===== config.mk =====
export PLATFORM = sky130hd
export DESIGN_NAME = conv_window_sequencer_flat
export DESIGN_NICKNAME = d
export VERILOG_FILES = /design/src/rtl/conv_pkg.sv /design/src/rtl/conv_window_sequencer_if.sv /design/src/rtl/conv_window_sequencer_mac_unit.sv /design/src/rtl/conv_window_sequencer.sv /design/src/flat_wrapper.sv
export SDC_FILE = /design/constraint.sdc
export NUM_CORES = 1
export LEC_CHECK = 0
export BUFFER_PORTS_ARGS = -buffer_cell sky130_fd_sc_hd__buf_2
export CORE_ASPECT_RATIO = 0.9
export CORE_MARGIN = 2
export CORE_UTILIZATION = 40
export DETAILED_ROUTE_END_ITERATION = 10
export PLACE_DENSITY = 0.6
export SLEW_MARGIN = 5
export SYNTH_ARGS = -nofsm -noshare
export SYNTH_HDL_FRONTEND = slang
export SYNTH_HIERARCHICAL = 1
export SYNTH_SLANG_ARGS = --single-unit

===== constraint.sdc =====
create_clock -name clk -period 5.1 [get_ports clk]
set_input_delay 0.51 -clock clk [delete_from_list [all_inputs] [get_ports clk]]
set_output_delay 0.51 -clock clk [all_outputs]
set_load 0.05 [all_outputs]

===== src/rtl/conv_pkg.sv =====
// ---------------------------------------------------------------------------
// conv_pkg
// Shared definitions for the convolution window sequencer: the FSM state
// encoding, default datapath widths and the output-grid dimension helper.
// ---------------------------------------------------------------------------
package conv_pkg;

    typedef enum logic [2:0] {
        ST_IDLE   = 3'd0,
        ST_FETCH  = 3'd1,
        ST_DRAIN  = 3'd2,
        ST_OUTPUT = 3'd3,
        ST_DONE   = 3'd4
    } state_t;

    localparam int K_DEF      = 3;
    localparam int DATA_W_DEF = 8;
    localparam int ACC_W_DEF  = 20;

    // Number of valid (unpadded) window positions along one image axis.
    function automatic int out_dim(input int img, input int k);
        return img - k + 1;
    endfunction

endpackage


===== src/rtl/conv_window_sequencer_if.sv =====
// ---------------------------------------------------------------------------
// conv_window_sequencer_if
// Groups the buffer read bus and the result stream of the sequencer.
//   rd_en / pix_addr / wgt_addr   : read request to pixel and weight buffers
//   pix_data / wgt_data           : signed read data, valid 1 cycle after rd_en
//   out_pix / out_row / out_col   : window sum and its output-grid position
//   out_valid / out_ready         : result handshake
// master = sequencer side, slave = buffers plus downstream consumer.
// ---------------------------------------------------------------------------
interface conv_window_sequencer_if #(
    parameter int ADDR_W  = 10,
    parameter int WADDR_W = 4,
    parameter int DATA_W  = 8,
    parameter int ACC_W   = 20
);
    logic                      rd_en;
    logic [ADDR_W-1:0]         pix_addr;
    logic [WADDR_W-1:0]        wgt_addr;
    logic signed [DATA_W-1:0]  pix_data;
    logic signed [DATA_W-1:0]  wgt_data;
    logic signed [ACC_W-1:0]   out_pix;
    logic [15:0]               out_row;
    logic [15:0]               out_col;
    logic                      out_valid;
    logic                      out_ready;

    modport master (
        output rd_en, pix_addr, wgt_addr,
        input  pix_data, wgt_data,
        output out_pix, out_row, out_col, out_valid,
        input  out_ready
    );

    modport slave (
        input  rd_en, pix_addr, wgt_addr,
        output pix_data, wgt_data,
        input  out_pix, out_row, out_col, out_valid,
        output out_ready
    );
endinterface


===== src/rtl/conv_window_sequencer_mac_unit.sv =====
// ---------------------------------------------------------------------------
// mac_unit
// Signed DATA_W x DATA_W multiply feeding a registered accumulator.
//   clk, rst : clock, asynchronous active-high reset (acc cleared)
//   en       : accumulate this cycle's product
//   first    : replace instead of add (starts a new window sum)
//   a, b     : signed operands
//   acc      : signed running sum, updated one cycle after en
// ---------------------------------------------------------------------------
module mac_unit #(
    parameter int DATA_W = 8,
    parameter int ACC_W  = 20
) (
    input  logic                     clk,
    input  logic                     rst,
    input  logic                     en,
    input  logic                     first,
    input  logic signed [DATA_W-1:0] a,
    input  logic signed [DATA_W-1:0] b,
    output logic signed [ACC_W-1:0]  acc
);

    logic signed [2*DATA_W-1:0] product;
    logic signed [ACC_W-1:0]    product_ext;

    assign product     = a * b;
    // Size cast of a signed value sign-extends; the full product is kept.
    assign product_ext = ACC_W'(product);

    // Replacing on the first tap clears the previous window's sum for free.
    always_ff @(posedge clk or posedge rst) begin
        if (rst) begin
            acc <= '0;
        end else if (en) begin
            acc <= first ? product_ext : acc + product_ext;
        end
    end

endmodule


===== src/rtl/conv_window_sequencer.sv =====
// ---------------------------------------------------------------------------
// conv_window_sequencer
// Walks the valid KxK windows of an IMG_W x IMG_H tile in raster order,
// reads K*K pixel/weight pairs per window, accumulates their products and
// hands each window sum downstream over a valid/ready stream.
//   clk, rst : clock, asynchronous active-high reset
//   start    : begin a full-image pass (only honoured in IDLE)
//   busy     : high in every state except IDLE
//   done     : one-cycle pulse after the final output handshake
//   bus      : read bus + result stream (master modport)
// ---------------------------------------------------------------------------
module conv_window_sequencer
    import conv_pkg::*;
#(
    parameter int IMG_W   = 28,
    parameter int IMG_H   = 28,
    parameter int K       = K_DEF,
    parameter int DATA_W  = DATA_W_DEF,
    parameter int ACC_W   = ACC_W_DEF,
    parameter int ADDR_W  = 10,
    parameter int WADDR_W = 4
) (
    input  logic clk,
    input  logic rst,
    input  logic start,
    output logic busy,
    output logic done,
    conv_window_sequencer_if.master bus
);

    localparam int OH = out_dim(IMG_H, K);
    localparam int OW = out_dim(IMG_W, K);
    localparam int KW = (K > 1) ? $clog2(K) : 1;

    localparam logic [WADDR_W-1:0] LAST_TAP = WADDR_W'(K * K - 1);
    localparam logic [KW-1:0]      LAST_K   = KW'(K - 1);
    localparam logic [15:0]        LAST_ROW = 16'(OH - 1);
    localparam logic [15:0]        LAST_COL = 16'(OW - 1);

    // A kernel larger than the image has no valid window position.
    if (K > IMG_W || K > IMG_H) begin : g_bad_params
        $error("conv_window_sequencer: K must not exceed IMG_W or IMG_H");
    end

    state_t state, state_next;

    logic [WADDR_W-1:0]       tap;
    logic [KW-1:0]            kr;
    logic [KW-1:0]            kc;
    logic [15:0]              row;
    logic [15:0]              col;
    logic                     mac_en;
    logic                     mac_first;
    logic                     last_tap;
    logic                     last_win;
    logic                     handshake;
    logic signed [ACC_W-1:0]  acc;

    assign last_tap  = (tap == LAST_TAP);
    assign last_win  = (row == LAST_ROW) && (col == LAST_COL);
    assign handshake = (state == ST_OUTPUT) && bus.out_ready;

    // kr/kc track tap/K and tap%K incrementally so no divider is needed.
    assign bus.pix_addr = ADDR_W'((ADDR_W'(row) + ADDR_W'(kr)) * ADDR_W'(IMG_W)
                                  + ADDR_W'(col) + ADDR_W'(kc));
    assign bus.wgt_addr = tap;
    assign bus.out_pix  = acc;
    assign bus.out_row  = row;
    assign bus.out_col  = col;

    always_ff @(posedge clk or posedge rst) begin
        if (rst) begin
            state <= ST_IDLE;
        end else begin
            state <= state_next;
        end
    end

    always_comb begin
        state_next    = state;
        busy          = 1'b1;
        done          = 1'b0;
        bus.rd_en     = 1'b0;
        bus.out_valid = 1'b0;
        case (state)
            ST_IDLE: begin
                busy = 1'b0;
                if (start) begin
                    state_next = ST_FETCH;
                end
            end
            ST_FETCH: begin
                bus.rd_en = 1'b1;
                if (last_tap) begin
                    state_next = ST_DRAIN;
                end
            end
            ST_DRAIN: begin
                state_next = ST_OUTPUT;
            end
            ST_OUTPUT: begin
                bus.out_valid = 1'b1;
                if (bus.out_ready) begin
                    state_next = last_win ? ST_DONE : ST_FETCH;
                end
            end
            ST_DONE: begin
                done       = 1'b1;
                state_next = ST_IDLE;
            end
            default: begin
                state_next = ST_IDLE;
            end
        endcase
    end

    // Tap and window counters. Row/col only move on a handshake, which is
    // what keeps out_row/out_col stable while the consumer stalls.
    always_ff @(posedge clk or posedge rst) begin
        if (rst) begin
            tap <= '0;
            kr  <= '0;
            kc  <= '0;
            row <= '0;
            col <= '0;
        end else begin
            case (state)
                ST_IDLE: begin
                    if (start) begin
                        tap <= '0;
                        kr  <= '0;
                        kc  <= '0;
                        row <= '0;
                        col <= '0;
                    end
                end
                ST_FETCH: begin
                    if (last_tap) begin
                        tap <= '0;
                        kr  <= '0;
                        kc  <= '0;
                    end else begin
                        tap <= tap + WADDR_W'(1);
                        if (kc == LAST_K) begin
                            kc <= '0;
                            kr <= kr + KW'(1);
                        end else begin
                            kc <= kc + KW'(1);
                        end
                    end
                end
                ST_OUTPUT: begin
                    if (handshake && !last_win) begin
                        if (col == LAST_COL) begin
                            col <= '0;
                            row <= row + 16'd1;
                        end else begin
                            col <= col + 16'd1;
                        end
                    end
                end
                default: begin
                end
            endcase
        end
    end

    // Buffer data arrives one cycle after rd_en, so the MAC controls are
    // the read strobe and first-tap flag delayed by one cycle.
    always_ff @(posedge clk or posedge rst) begin
        if (rst) begin
            mac_en    <= 1'b0;
            mac_first <= 1'b0;
        end else begin
            mac_en    <= (state == ST_FETCH);
            mac_first <= (state == ST_FETCH) && (tap == '0);
        end
    end

    mac_unit #(
        .DATA_W (DATA_W),
        .ACC_W  (ACC_W)
    ) u_mac (
        .clk   (clk),
        .rst   (rst),
        .en    (mac_en),
        .first (mac_first),
        .a     (bus.pix_data),
        .b     (bus.wgt_data),
        .acc   (acc)
    );

endmodule


===== src/flat_wrapper.sv =====
// flat-port wrapper written by rule: the top's interface ports become plain ports
module conv_window_sequencer_flat import conv_pkg::*;
#(
    parameter int IMG_W   = 28,
    parameter int IMG_H   = 28,
    parameter int K       = K_DEF,
    parameter int DATA_W  = DATA_W_DEF,
    parameter int ACC_W   = ACC_W_DEF,
    parameter int ADDR_W  = 10,
    parameter int WADDR_W = 4
)
  (clk, rst, start, busy, done, bus_rd_en, bus_pix_addr, bus_wgt_addr, bus_pix_data, bus_wgt_data, bus_out_pix, bus_out_row, bus_out_col, bus_out_valid, bus_out_ready);
  conv_window_sequencer_if #(.ADDR_W(ADDR_W), .WADDR_W(WADDR_W), .DATA_W(DATA_W), .ACC_W(ACC_W)) bus_i ();
  input  logic clk;
  input  logic rst;
  input  logic start;
  output logic busy;
  output logic done;
  output wire logic [$bits(bus_i.rd_en)-1:0] bus_rd_en;
  output wire logic [$bits(bus_i.pix_addr)-1:0] bus_pix_addr;
  output wire logic [$bits(bus_i.wgt_addr)-1:0] bus_wgt_addr;
  input wire logic [$bits(bus_i.pix_data)-1:0] bus_pix_data;
  input wire logic [$bits(bus_i.wgt_data)-1:0] bus_wgt_data;
  output wire logic [$bits(bus_i.out_pix)-1:0] bus_out_pix;
  output wire logic [$bits(bus_i.out_row)-1:0] bus_out_row;
  output wire logic [$bits(bus_i.out_col)-1:0] bus_out_col;
  output wire logic [$bits(bus_i.out_valid)-1:0] bus_out_valid;
  input wire logic [$bits(bus_i.out_ready)-1:0] bus_out_ready;
  assign bus_rd_en = bus_i.rd_en;
  assign bus_pix_addr = bus_i.pix_addr;
  assign bus_wgt_addr = bus_i.wgt_addr;
  assign bus_i.pix_data = bus_pix_data;
  assign bus_i.wgt_data = bus_wgt_data;
  assign bus_out_pix = bus_i.out_pix;
  assign bus_out_row = bus_i.out_row;
  assign bus_out_col = bus_i.out_col;
  assign bus_out_valid = bus_i.out_valid;
  assign bus_i.out_ready = bus_out_ready;
  conv_window_sequencer #(.IMG_W(IMG_W), .IMG_H(IMG_H), .K(K), .DATA_W(DATA_W), .ACC_W(ACC_W), .ADDR_W(ADDR_W), .WADDR_W(WADDR_W)) u_core (.clk(clk), .rst(rst), .start(start), .busy(busy), .done(done), .bus(bus_i));
endmodule

==> impl_metrics.json, run 1 <==
{
  "status": "finished with violations",
  "failed_checks": "negative setup slack",
  "cts-htree-levels": 3,
  "fin_skew_ns": 0.009612,
  "dp_hpwl_mm": 14.19,
  "ys_ff_latch": 65,
  "final_max_slew_viol_count": 0,
  "numCtsBuffers": 9,
  "synthXorXnorAreaFrac_pct": 8.834,
  "yosys.area.top_type_share_pct": 21.59,
  "tightest_slew_ns": 0.9582,
  "synthTopCellsByArea": "dfrtp_1, fa_1, ha_1, xnor2_1, inv_1",
  "grt_antenna_before_repair": 0,
  "synth_compound_area_share_pct": 13.57,
  "dr.pass1.iters": 5,
  "post-place-ws_ns": -0.7346,
  "nFillCells": 1697,
  "fp-row-count": 47,
  "synth-simple-area-share_pct": 19.06,
  "max_stage_delay_ns": 0.53,
  "r2r_slack_ns": 1.93,
  "clkSlewWorstSetupHoldPaths_ns": 0.06,
  "drtAntennaViolNets": 0,
  "vias_per_cell": 5.057,
  "syn_avg_cell_area_um2": 8.813,
  "cts_sinks": 65,
  "ioPinCount": 90,
  "cts.path.max_buffers": 2,
  "setup_ws_ns": -0.2883,
  "ys_types": 65,
  "io_buffers": 89,
  "crit_top_cell": "fa_1",
  "gr-usage-all-layers_pct": 18.73,
  "die_w_um": 148.7,
  "clk_latency_ns": 0.34,
  "drv_cap": 0,
  "hold_viol_final": 0,
  "layout-drive-gt1-share_pct": 28.67,
  "synthCells": 855,
  "synth.largest_area_cell": "dfrtp_1",
  "grt.overflow.total": 0,
  "drt-total-wl_mm": 18.22,
  "r2r-end": "u_core/bus.out_row[1]",
  "max_slew_margin_pct": 36.12,
  "final_util_pct": 53.27,
  "synth_edf_count": 0,
  "synth_mux_area_share_pct": 0.9797,
  "die_h_um": 134.2,
  "synth_area_um2": 7535,
  "path_class": "primary input to register",
  "final.period_utilization_pct": 105.7,
  "crit_path_start_kind": "primary input",
  "cp.arrival_ns": 5.61,
  "fmax_ghz": 0.1856,
  "yosysSeqAreaShare_pct": 21.59,
  "die-area_um2": 19950,
  "required_ns": 5.32,
  "grt_pass1_wl_mm": 30.75,
  "yosys.area_share.adder_pct": 28.99,
  "synth_top_family_by_area": "adder cells",
  "reg2reg_depth": 9,
  "area_growth_pct": 30.14,
  "fin_nets": 1196,
  "yosysWarningCount": 6,
  "min_path_type": "primary input to asynchronous set/reset pin",
  "start_util_pct": 40.94,
  "fin_crit_ns": 5.388,
  "grt_max_degree": 46,
  "grt_setup_unrepaired": "yes",
  "async_reset_ff_share_pct": 100.0,
  "worstSetupEndpointType": "register",
  "route.detailed.drc": 0,
  "cp.buffers_inverters": 5,
  "grt_pass1_vias": 6354,
  "core_um2": 18410,
  "cp_cell_sequence": "buf_8, and2_4, fa_1, inv_1, fa_1, inv_2, fa_1, inv_1, fa_1, inv_2, ha_4, o21ai_4, o21bai_1, a21oi_1, xnor2_1, ha_1, and4_1, o21a_1, a21oi_4, a211oi_4, or3_4, a21oi_2, xnor2_1, a221o_1",
  "slowest_stage": "fa_1",
  "root_buffer": "clkbuf_16",
  "synth_ff_type": "dfrtp_1",
  "cts_tree": "built",
  "via_count": 6514,
  "crit_family": "adder cells",
  "n_antenna_cell": 0,
  "place_congestion": 0.8686,
  "syn-num-nets": 1013,
  "setup_viol": 8,
  "timing.rr.start": "u_core/bus.out_col[1]",
  "drt_iter0_drc": 311,
  "wl_per_cell_um": 14.14,
  "cp_max_fo": 5
}
## state kept, by name, indices dropped and copies added, names as in the netlist
name and flops:
u_core/u_mac/acc 20, u_core/bus.out_col 16, u_core/bus.out_row 16, u_core/bus.wgt_addr 4
u_core/state 3, u_core/kc 2, u_core/kr 2, u_core/mac_en 1
u_core/mac_first 1
## metal layers
| metal | up-vias | track usage [%] | share of wire [%] |
|---|---|---|---|
| met5 | - | 0 | 0 |
| met4 | 0 | 3.016 | 0.65 |
| met3 | 9 | 2.789 | 4.0 |
| met2 | 131 | 30.30 | 47 |
| met1 | 3158 | 27.10 | 49 |
| li1 | 3216 | - | - |
## how the worst max path moves through the flow
stage	startpoint	endpoint	slack [ns]	depth (start not counted)
after detailed placement	bus_pix_data[2]	u_core/u_mac/acc[17]	-0.73	23
after CTS	bus_wgt_data[2]	u_core/u_mac/acc[17]	-0.27	24
final	bus_pix_data[5]	u_core/u_mac/acc[17]	-0.29	24
after global placement	bus_wgt_data[4]	u_core/u_mac/acc[17]	-0.66	21
after global routing	bus_pix_data[5]	u_core/u_mac/acc[17]	-0.59	24
after floorplan	bus_wgt_data[4]	u_core/u_mac/acc[17]	-0.30	19
## cells in the final DEF, fill, tap and decap left out, types with 7 or more instances in the layout
cell,netlist,routed
inv_1,118,107
buf_4,0,103
buf_2,3,75
nor2_1,77,75
ha_1,77,64
dfrtp_1,65,63
fa_1,61,59
nand2_1,52,49
xnor2_1,53,47
a21oi_1,55,46
and2_1,50,42
o21ai_0,31,24
xor2_1,23,22
a21o_1,19,19
nand3_1,19,16
nor2b_1,13,13
ha_4,0,12
nor3_1,12,11
inv_2,0,11
clkbuf_16,0,9
and2_4,0,8
nand4_1,7,7
and3_1,8,7
a21oi_2,2,7
## cells in the mapped netlist (4+ instances only)
master	n
xnor2_1	53
ha_1	77
nand3_1	19
nand2_1	52
dfrtp_1	65
o21a_1	6
nor2b_1	13
a21oi_1	55
or3_1	7
nor2_1	77
xor2_1	23
nand4_1	7
o21bai_1	4
a221o_1	4
and3_1	8
mux2i_1	4
and2_1	50
fa_1	61
o31ai_1	4
a21o_1	19
nand2b_1	7
inv_1	118
clkbuf_1	9
o21ai_0	31
a31oi_1	8
o211ai_1	4
nor3_1	12
## repair_timing
item | CTS | global route
resized for setup | 42 | 52
hold buffers | 0 | 0
buffers inserted | 5 | 12
pin swaps | 49 | 46
endpoints found under the setup margin | 11 | 11
## through the flow
stage	instances	hold WS, ns	instance area (µm²)	TNS (ns)
after floorplan	855	0.4738	7684	-0.7984
after global placement	1255	0.5149	8981	-5.058
after detailed placement	1255	0.5146	8981	-5.534
after CTS	1276	0.3979	9528	-1.048
after global routing	1288	0.4288	9806	-3.795
final	1288	0.3843	9806	-1.406
## layout make-up
type | count | area, µm² | area share, %
Multi-Input combinational cell | 656 | 5837 | 59.53
Sequential cell | 65 | 1629 | 16.61
Timing Repair Buffer | 188 | 1275 | 13.00
Inverter | 118 | 442.9 | 4.517
Tap cell | 245 | 306.5 | 3.126
Clock buffer | 11 | 252.7 | 2.578
Clock inverter | 5 | 62.56 | 0.6380
## logic make-up (layout without fill, tap and decap cells)
group | count (synthesis) | after routing
xor+xnor | 76 | 76
fa+ha+maj | 138 | 138
compound gates | 158 | 158
flops | 65 | 65
buf+inv | 134 | 322
mux | 7 | 7
simple gates | 277 | 277
Power of run 1 is not shown: default switching activity piles up to over one toggle a cycle in this logic, so the estimate is an artifact.
==> run 2: changes to the inputs <==
- SETUP_SLACK_MARGIN: default -> 0.5
- SYNTH_HIERARCHICAL: 1 -> default
==> impl_metrics.json, run 2 <==
{
  "synth_edf_count": 0,
  "yosysSeqAreaShare_pct": 21.66,
  "slowest_stage": "fa_1",
  "fmax_ghz": 0.1797,
  "route.detailed.drc": 0,
  "place_congestion": 0.8331,
  "grt_max_degree": 42,
  "fp-row-count": 47,
  "synthTopCellsByCount": "inv_1, ha_1, nor2_1, dfrtp_1, fa_1",
  "fin_nets": 1203,
  "status": "finished with violations",
  "busiest_layer": "met2",
  "final_max_slew_viol_count": 0,
  "setup_ws_ns": -0.4641,
  "crit_top_cell": "fa_1",
  "vias_per_cell": 4.971,
  "area_growth_pct": 32.68,
  "die_w_um": 148.4,
  "layout-drive-gt1-share_pct": 32.67,
  "grt_use_met3_pct": 2.925,
  "gr-usage-all-layers_pct": 19.39,
  "grtUsageMet2_pct": 30.86,
  "ys_types": 66,
  "worstSetupEndpointType": "register",
  "io_buffers": 89,
  "final_cell_mix": "inv_1, buf_4, buf_2",
  "reg2reg_depth": 10,
  "multi_input_area_um2": 5921,
  "core_um2": 18410,
  "start_util_pct": 40.81,
  "hold_viol_final": 0,
  "ys_ff_latch": 65,
  "yosysWarningCount": 0,
  "cp.buffers_inverters": 5,
  "cp_cell_sequence": "buf_6, buf_4, and2_2, fa_1, inv_1, fa_1, fa_2, fa_1, inv_1, ha_4, and3_4, o211ai_1, nand3_1, o211ai_1, xnor2_2, buf_6, ha_1, or3_1, o31a_1, mux2_4, a21oi_2, a311oi_1",
  "cts_tree": "built",
  "placed_cells": 1257,
  "r2r_slack_ns": 1.96,
  "via_count": 6438,
  "fin_crit_ns": 5.564,
  "grt_antenna_before_repair": 0,
  "grt.overflow.total": 0,
  "cts.path.max_buffers": 2,
  "crit_family": "adder cells",
  "grt_pass1_vias": 6487,
  "regMostFlops": "u_core.u_mac.acc",
  "clk_latency_ns": 0.34,
  "root_buffer": "clkbuf_16",
  "yosys.cell_count.top_type": "inv_1",
  "finalNonFillerCells": 1295,
  "largest_register_ffs": 20,
  "async_reset_ff_share_pct": 100.0,
  "die-area_um2": 19890,
  "min_path_type": "primary input to asynchronous set/reset pin",
  "layout_commonest_cell": "inv_1",
  "wl_per_cell_um": 14.17,
  "syn_avg_cell_area_um2": 8.816,
  "numCtsBuffers": 9,
  "grt_pass1_wl_mm": 31.56,
  "path_class": "primary input to register",
  "max_slew_margin_pct": 46.36,
  "cts.hold.buffers_added": 0,
  "synth.largest_area_cell": "dfrtp_1",
  "synthTopCellsByArea": "dfrtp_1, fa_1, ha_1, inv_1, xnor2_1",
  "setup_viol": 9,
  "cts-htree-levels": 3,
  "clkSlewWorstSetupHoldPaths_ns": 0.06,
  "failed_checks": "negative setup slack",
  "dp_hpwl_mm": 14.03,
  "cp.arrival_ns": 5.74,
  "dr.pass1.iters": 4,
  "ioPinCount": 90,
  "drtAntennaViolNets": 0,
  "timing.rr.start": "u_core.bus.out_col[1]",
  "final.period_utilization_pct": 109.1,
  "synth_ff_type": "dfrtp_1",
  "r2r-end": "u_core.bus.out_row[13]",
  "crit_path_start_kind": "primary input",
  "synth_area_um2": 7511,
  "max_stage_delay_ns": 0.55,
  "met1_usage_pct": 27.98,
  "syn-num-nets": 1010,
  "fin_skew_ns": 0.005624,
  "synthCells": 852,
  "die_h_um": 134,
  "tightest_slew_ns": 0.8045,
  "final_util_pct": 54.14,
  "area.sequential_um2": 1632,
  "drt-total-wl_mm": 18.35,
  "yosys.area.top_type_share_pct": 21.66,
  "cp_max_fo": 6,
  "drt_iter0_drc": 215,
  "required_ns": 5.28,
  "nFillCells": 1696,
  "cts_sinks": 65,
  "drv_cap": 0,
  "grt_setup_unrepaired": "yes",
  "n_antenna_cell": 0
}
[run 2: cells by family after synthesis]
family                     after synthesis  share of synthesized area, %
and+or+nand+nor                        276                         19.44
adders and majority gates              138                         29.39
xor gates and xnor gates                68                         7.929
DFF                                     65                         21.66
buffers and inverters                  142                         7.130
muxes                                   13                         1.799
AOI/OAI and AO/OA                      150                         12.66
[run 2: metrics by stage]
| stage | hold WS (ns) | worst slack [ns] | TNS (ns) | cell area [µm²] |
|---|---|---|---|---|
| CTS | 0.2441 | -0.4915 | -2.290 | 9659 |
| global route | 0.2847 | -0.6834 | -3.944 | 9966 |
| global placement | 0.4982 | -0.8683 | -6.144 | 9026 |
| floorplan | 0.4659 | -0.5425 | -1.356 | 7691 |
| detailed placement | 0.5076 | -0.8937 | -6.054 | 9026 |
| finish | 0.2218 | -0.4641 | -2.056 | 9966 |
[run 2: cell type report]
class | count | share of cell area (%)
Clock buffer | 14 | 2.750
Clock inverter | 2 | 0.3515
Inverter | 128 | 4.821
Multi-Input combinational cell | 645 | 59.41
Sequential cell | 65 | 16.37
Tap cell | 245 | 3.076
Timing Repair Buffer | 196 | 13.22
[run 2: worst reg2reg max path, cell delays in order, from the launching register on]
cell and delay (ns):
dfrtp_1 0.44, inv_1 0.13, ha_1 0.16, nor4b_2 0.21, nand4_2 0.25, o31ai_4 0.74, nand4_4 0.20, nor3_4 0.24
nand3_2 0.16, or3_1 0.38, a21oi_1 0.15
[run 2: per-layer routing]
layer / share of wire (%) / vias up
met5: 0 / -
met2: 47 / 97
met3: 3.4 / 15
li1: - / 3221
met4: 1.1 / 0
met1: 49 / 3105
[run 2: how the worst max path moves through the flow]
stage	from	cells past startpoint	slack, ns	endpoint
finish	bus_pix_data[7]	22	-0.46	u_core.u_mac.acc[19]
global route	bus_wgt_data[7]	26	-0.68	u_core.u_mac.acc[19]
CTS	bus_pix_data[3]	24	-0.49	u_core.u_mac.acc[19]
detailed placement	bus_wgt_data[2]	22	-0.89	u_core.u_mac.acc[19]
global placement	bus_pix_data[4]	22	-0.87	u_core.u_mac.acc[19]
floorplan	bus_pix_data[5]	23	-0.54	u_core.u_mac.acc[19]
[run 2: what timing repair did]
item | CTS | global route
hold endpoints to repair | 0 | 0
pin swaps | 53 | 38
setup endpoints to repair | 15 | 15
buffers inserted | 13 | 9
resized for setup | 62 | 52
Power of run 2 is left out for the same reason.
==> run 3: changes to the inputs <==
- CELL_PAD_IN_SITES_DETAIL_PLACEMENT: default -> 1
- CELL_PAD_IN_SITES_GLOBAL_PLACEMENT: default -> 1
- PLACE_DENSITY: 0.6 -> 0.78
- clock period: 5.1 -> 4.8 ns (I/O delays scaled with it)
==> impl_metrics.json, run 3 (synthesis results as in run 2) <==
{
  "grt_pass1_vias": 8341,
  "layout-drive-gt1-share_pct": 37.62,
  "final_util_pct": 58.25,
  "core_um2": 18410,
  "clk_latency_ns": 0.34,
  "setup_viol": 12,
  "finalSetupTns_ns": -8.593,
  "worstSetupEndpointType": "register",
  "fin_skew_ns": 0.01027,
  "die_w_um": 148.4,
  "area_growth_pct": 42.74,
  "tightest_slew_ns": 0.9344,
  "r2r-end": "u_core.bus.out_row[15]",
  "cts.path.max_buffers": 2,
  "layout_commonest_cell": "buf_4",
  "final_max_slew_viol_count": 0,
  "n_antenna_cell": 0,
  "placed_area_um2": 9143,
  "drtAntennaViolNets": 0,
  "setup_ws_ns": -1.091,
  "hold_viol_final": 0,
  "failed_checks": "negative setup slack",
  "drv_cap": 0,
  "final.period_utilization_pct": 122.7,
  "crit_start": "bus_pix_data[5]",
  "cts_tree": "built",
  "timing.rr.start": "u_core.bus.out_col[6]",
  "required_ns": 5.03,
  "die_h_um": 134,
  "max_slew_margin_pct": 37.70,
  "grt_pass1_wl_mm": 44.13,
  "wl_per_cell_um": 22.64,
  "ioPinCount": 90,
  "slowest_stage": "fa_1",
  "crit_path_start_kind": "primary input",
  "fin_nets": 1235,
  "dp_hpwl_mm": 17.38,
  "place_congestion": 0.8096,
  "grt_max_degree": 38,
  "cts_sinks": 65,
  "min_path_type": "primary input to asynchronous set/reset pin",
  "clkSlewWorstSetupHoldPaths_ns": 0.06,
  "critPathCapture": "u_core.u_mac.acc[19]",
  "r2r_slack_ns": 1.54,
  "drt-total-wl_mm": 30.04,
  "io_buffers": 89,
  "status": "finished with violations",
  "fin_crit_ns": 5.891,
  "cts.hold.buffers_added": 0,
  "cp.arrival_ns": 6.12,
  "nFillCells": 2087,
  "grt_antenna_before_repair": 0,
  "gr-usage-all-layers_pct": 28.29,
  "die-area_um2": 19890,
  "largest_register_ffs": 20,
  "cp_cell_sequence": "buf_12, and2_4, fa_1, inv_2, fa_1, inv_2, fa_1, inv_2, fa_1, inv_2, ha_4, or3_4, o211ai_1, buf_4, nand3b_1, xor2_2, ha_1, nor2_1, a31o_2, a211oi_2, o31a_1, buf_4, mux2i_1, a311oi_1",
  "cts-htree-levels": 3,
  "grt.overflow.total": 0,
  "grt_setup_unrepaired": "yes",
  "fmax_ghz": 0.1697,
  "design_area_um2": 10720,
  "numCtsBuffers": 9,
  "fin_hold_ws_ns": 0.2128,
  "final_cell_mix": "buf_4, inv_1, buf_2",
  "drt_iter0_drc": 358,
  "reg2reg_depth": 8,
  "root_buffer": "clkbuf_16",
  "max_stage_delay_ns": 0.59,
  "cp_max_fo": 6,
  "vias_per_cell": 5.556,
  "via_count": 7373,
  "start_util_pct": 40.81,
  "dr.pass1.iters": 5,
  "regMostFlops": "u_core.u_mac.acc",
  "path_class": "primary input to register",
  "fp-row-count": 47,
  "route.detailed.drc": 0
}
==> run 3: cell count changes in the layout (fill, tap and decap cells not counted), moves of 5 or more <==
cell / change
a211oi_4: +5
buf_6: +23
buf_2: -8
a21oi_1: -6
xnor2_4: +5
buf_4: +15
ha_1: -5
xnor2_1: -5
==> run 3: worst max-delay path, delay by kind of cell <==
family                   cells  cell delay [ns]
AO/OA/AOI/OAI                5             1.02
AND/OR/NAND/NOR              4             0.82
buffers and inverters        7             0.65
adder cells (fa/ha/maj)      6             2.65
XOR/XNOR                     1             0.33
multiplexers                 1             0.13
==> run 3: area by class of cell <==
type                       count  area, µm²  share of cell area (%)
timing repair buffer         228       1702                   15.87
tap                          245      306.5                   2.859
clock buffer                  11      252.7                   2.357
clock inverter                 5      85.08                  0.7936
inverter                     128      485.5                   4.528
multi-input combinational    645       6260                   58.39
sequential                    65       1630                   15.21
==> run 3: timing repair <==
item / in CTS / in global routing
setup endpoints to repair: 18 / 19
pin swaps: 63 / 52
setup buffers: 32 / 12
resized for setup: 133 / 62
hold endpoints to repair: 0 / 0
==> run 3: per-layer routing <==
layer,global-route usage [%],up-vias,share of wire (%)
li1,-,3283,-
met1,31.91,3772,38
met2,52.31,200,53
met3,4.490,118,3.2
met4,13.07,0,5.5
met5,0,-,0
==> run 3: worst min-delay path by stage <==
stage,end,cells after the start,slack [ns],startpoint
2_1_floorplan,u_core.state[1],1,0.47,u_core.state[2]
3_3_place_gp,u_core.kc[0],1,0.50,u_core.kc[1]
3_5_place_dp,u_core.state[1],1,0.51,u_core.state[2]
4_1_cts,u_core.mac_en,2,0.24,rst
5_1_grt,u_core.mac_en,2,0.27,rst
6_report,u_core.mac_en,2,0.21,rst
==> run 3: metrics by stage <==
stage | cells | setup slack (ns)
final | 1327 | -1.091
after global routing | 1327 | -1.194
after CTS | 1315 | -0.8219
after detailed placement | 1267 | -1.289
after global placement | 1267 | -1.088
after floorplan | 852 | -0.8125
Power of run 3 is left out for the same reason.
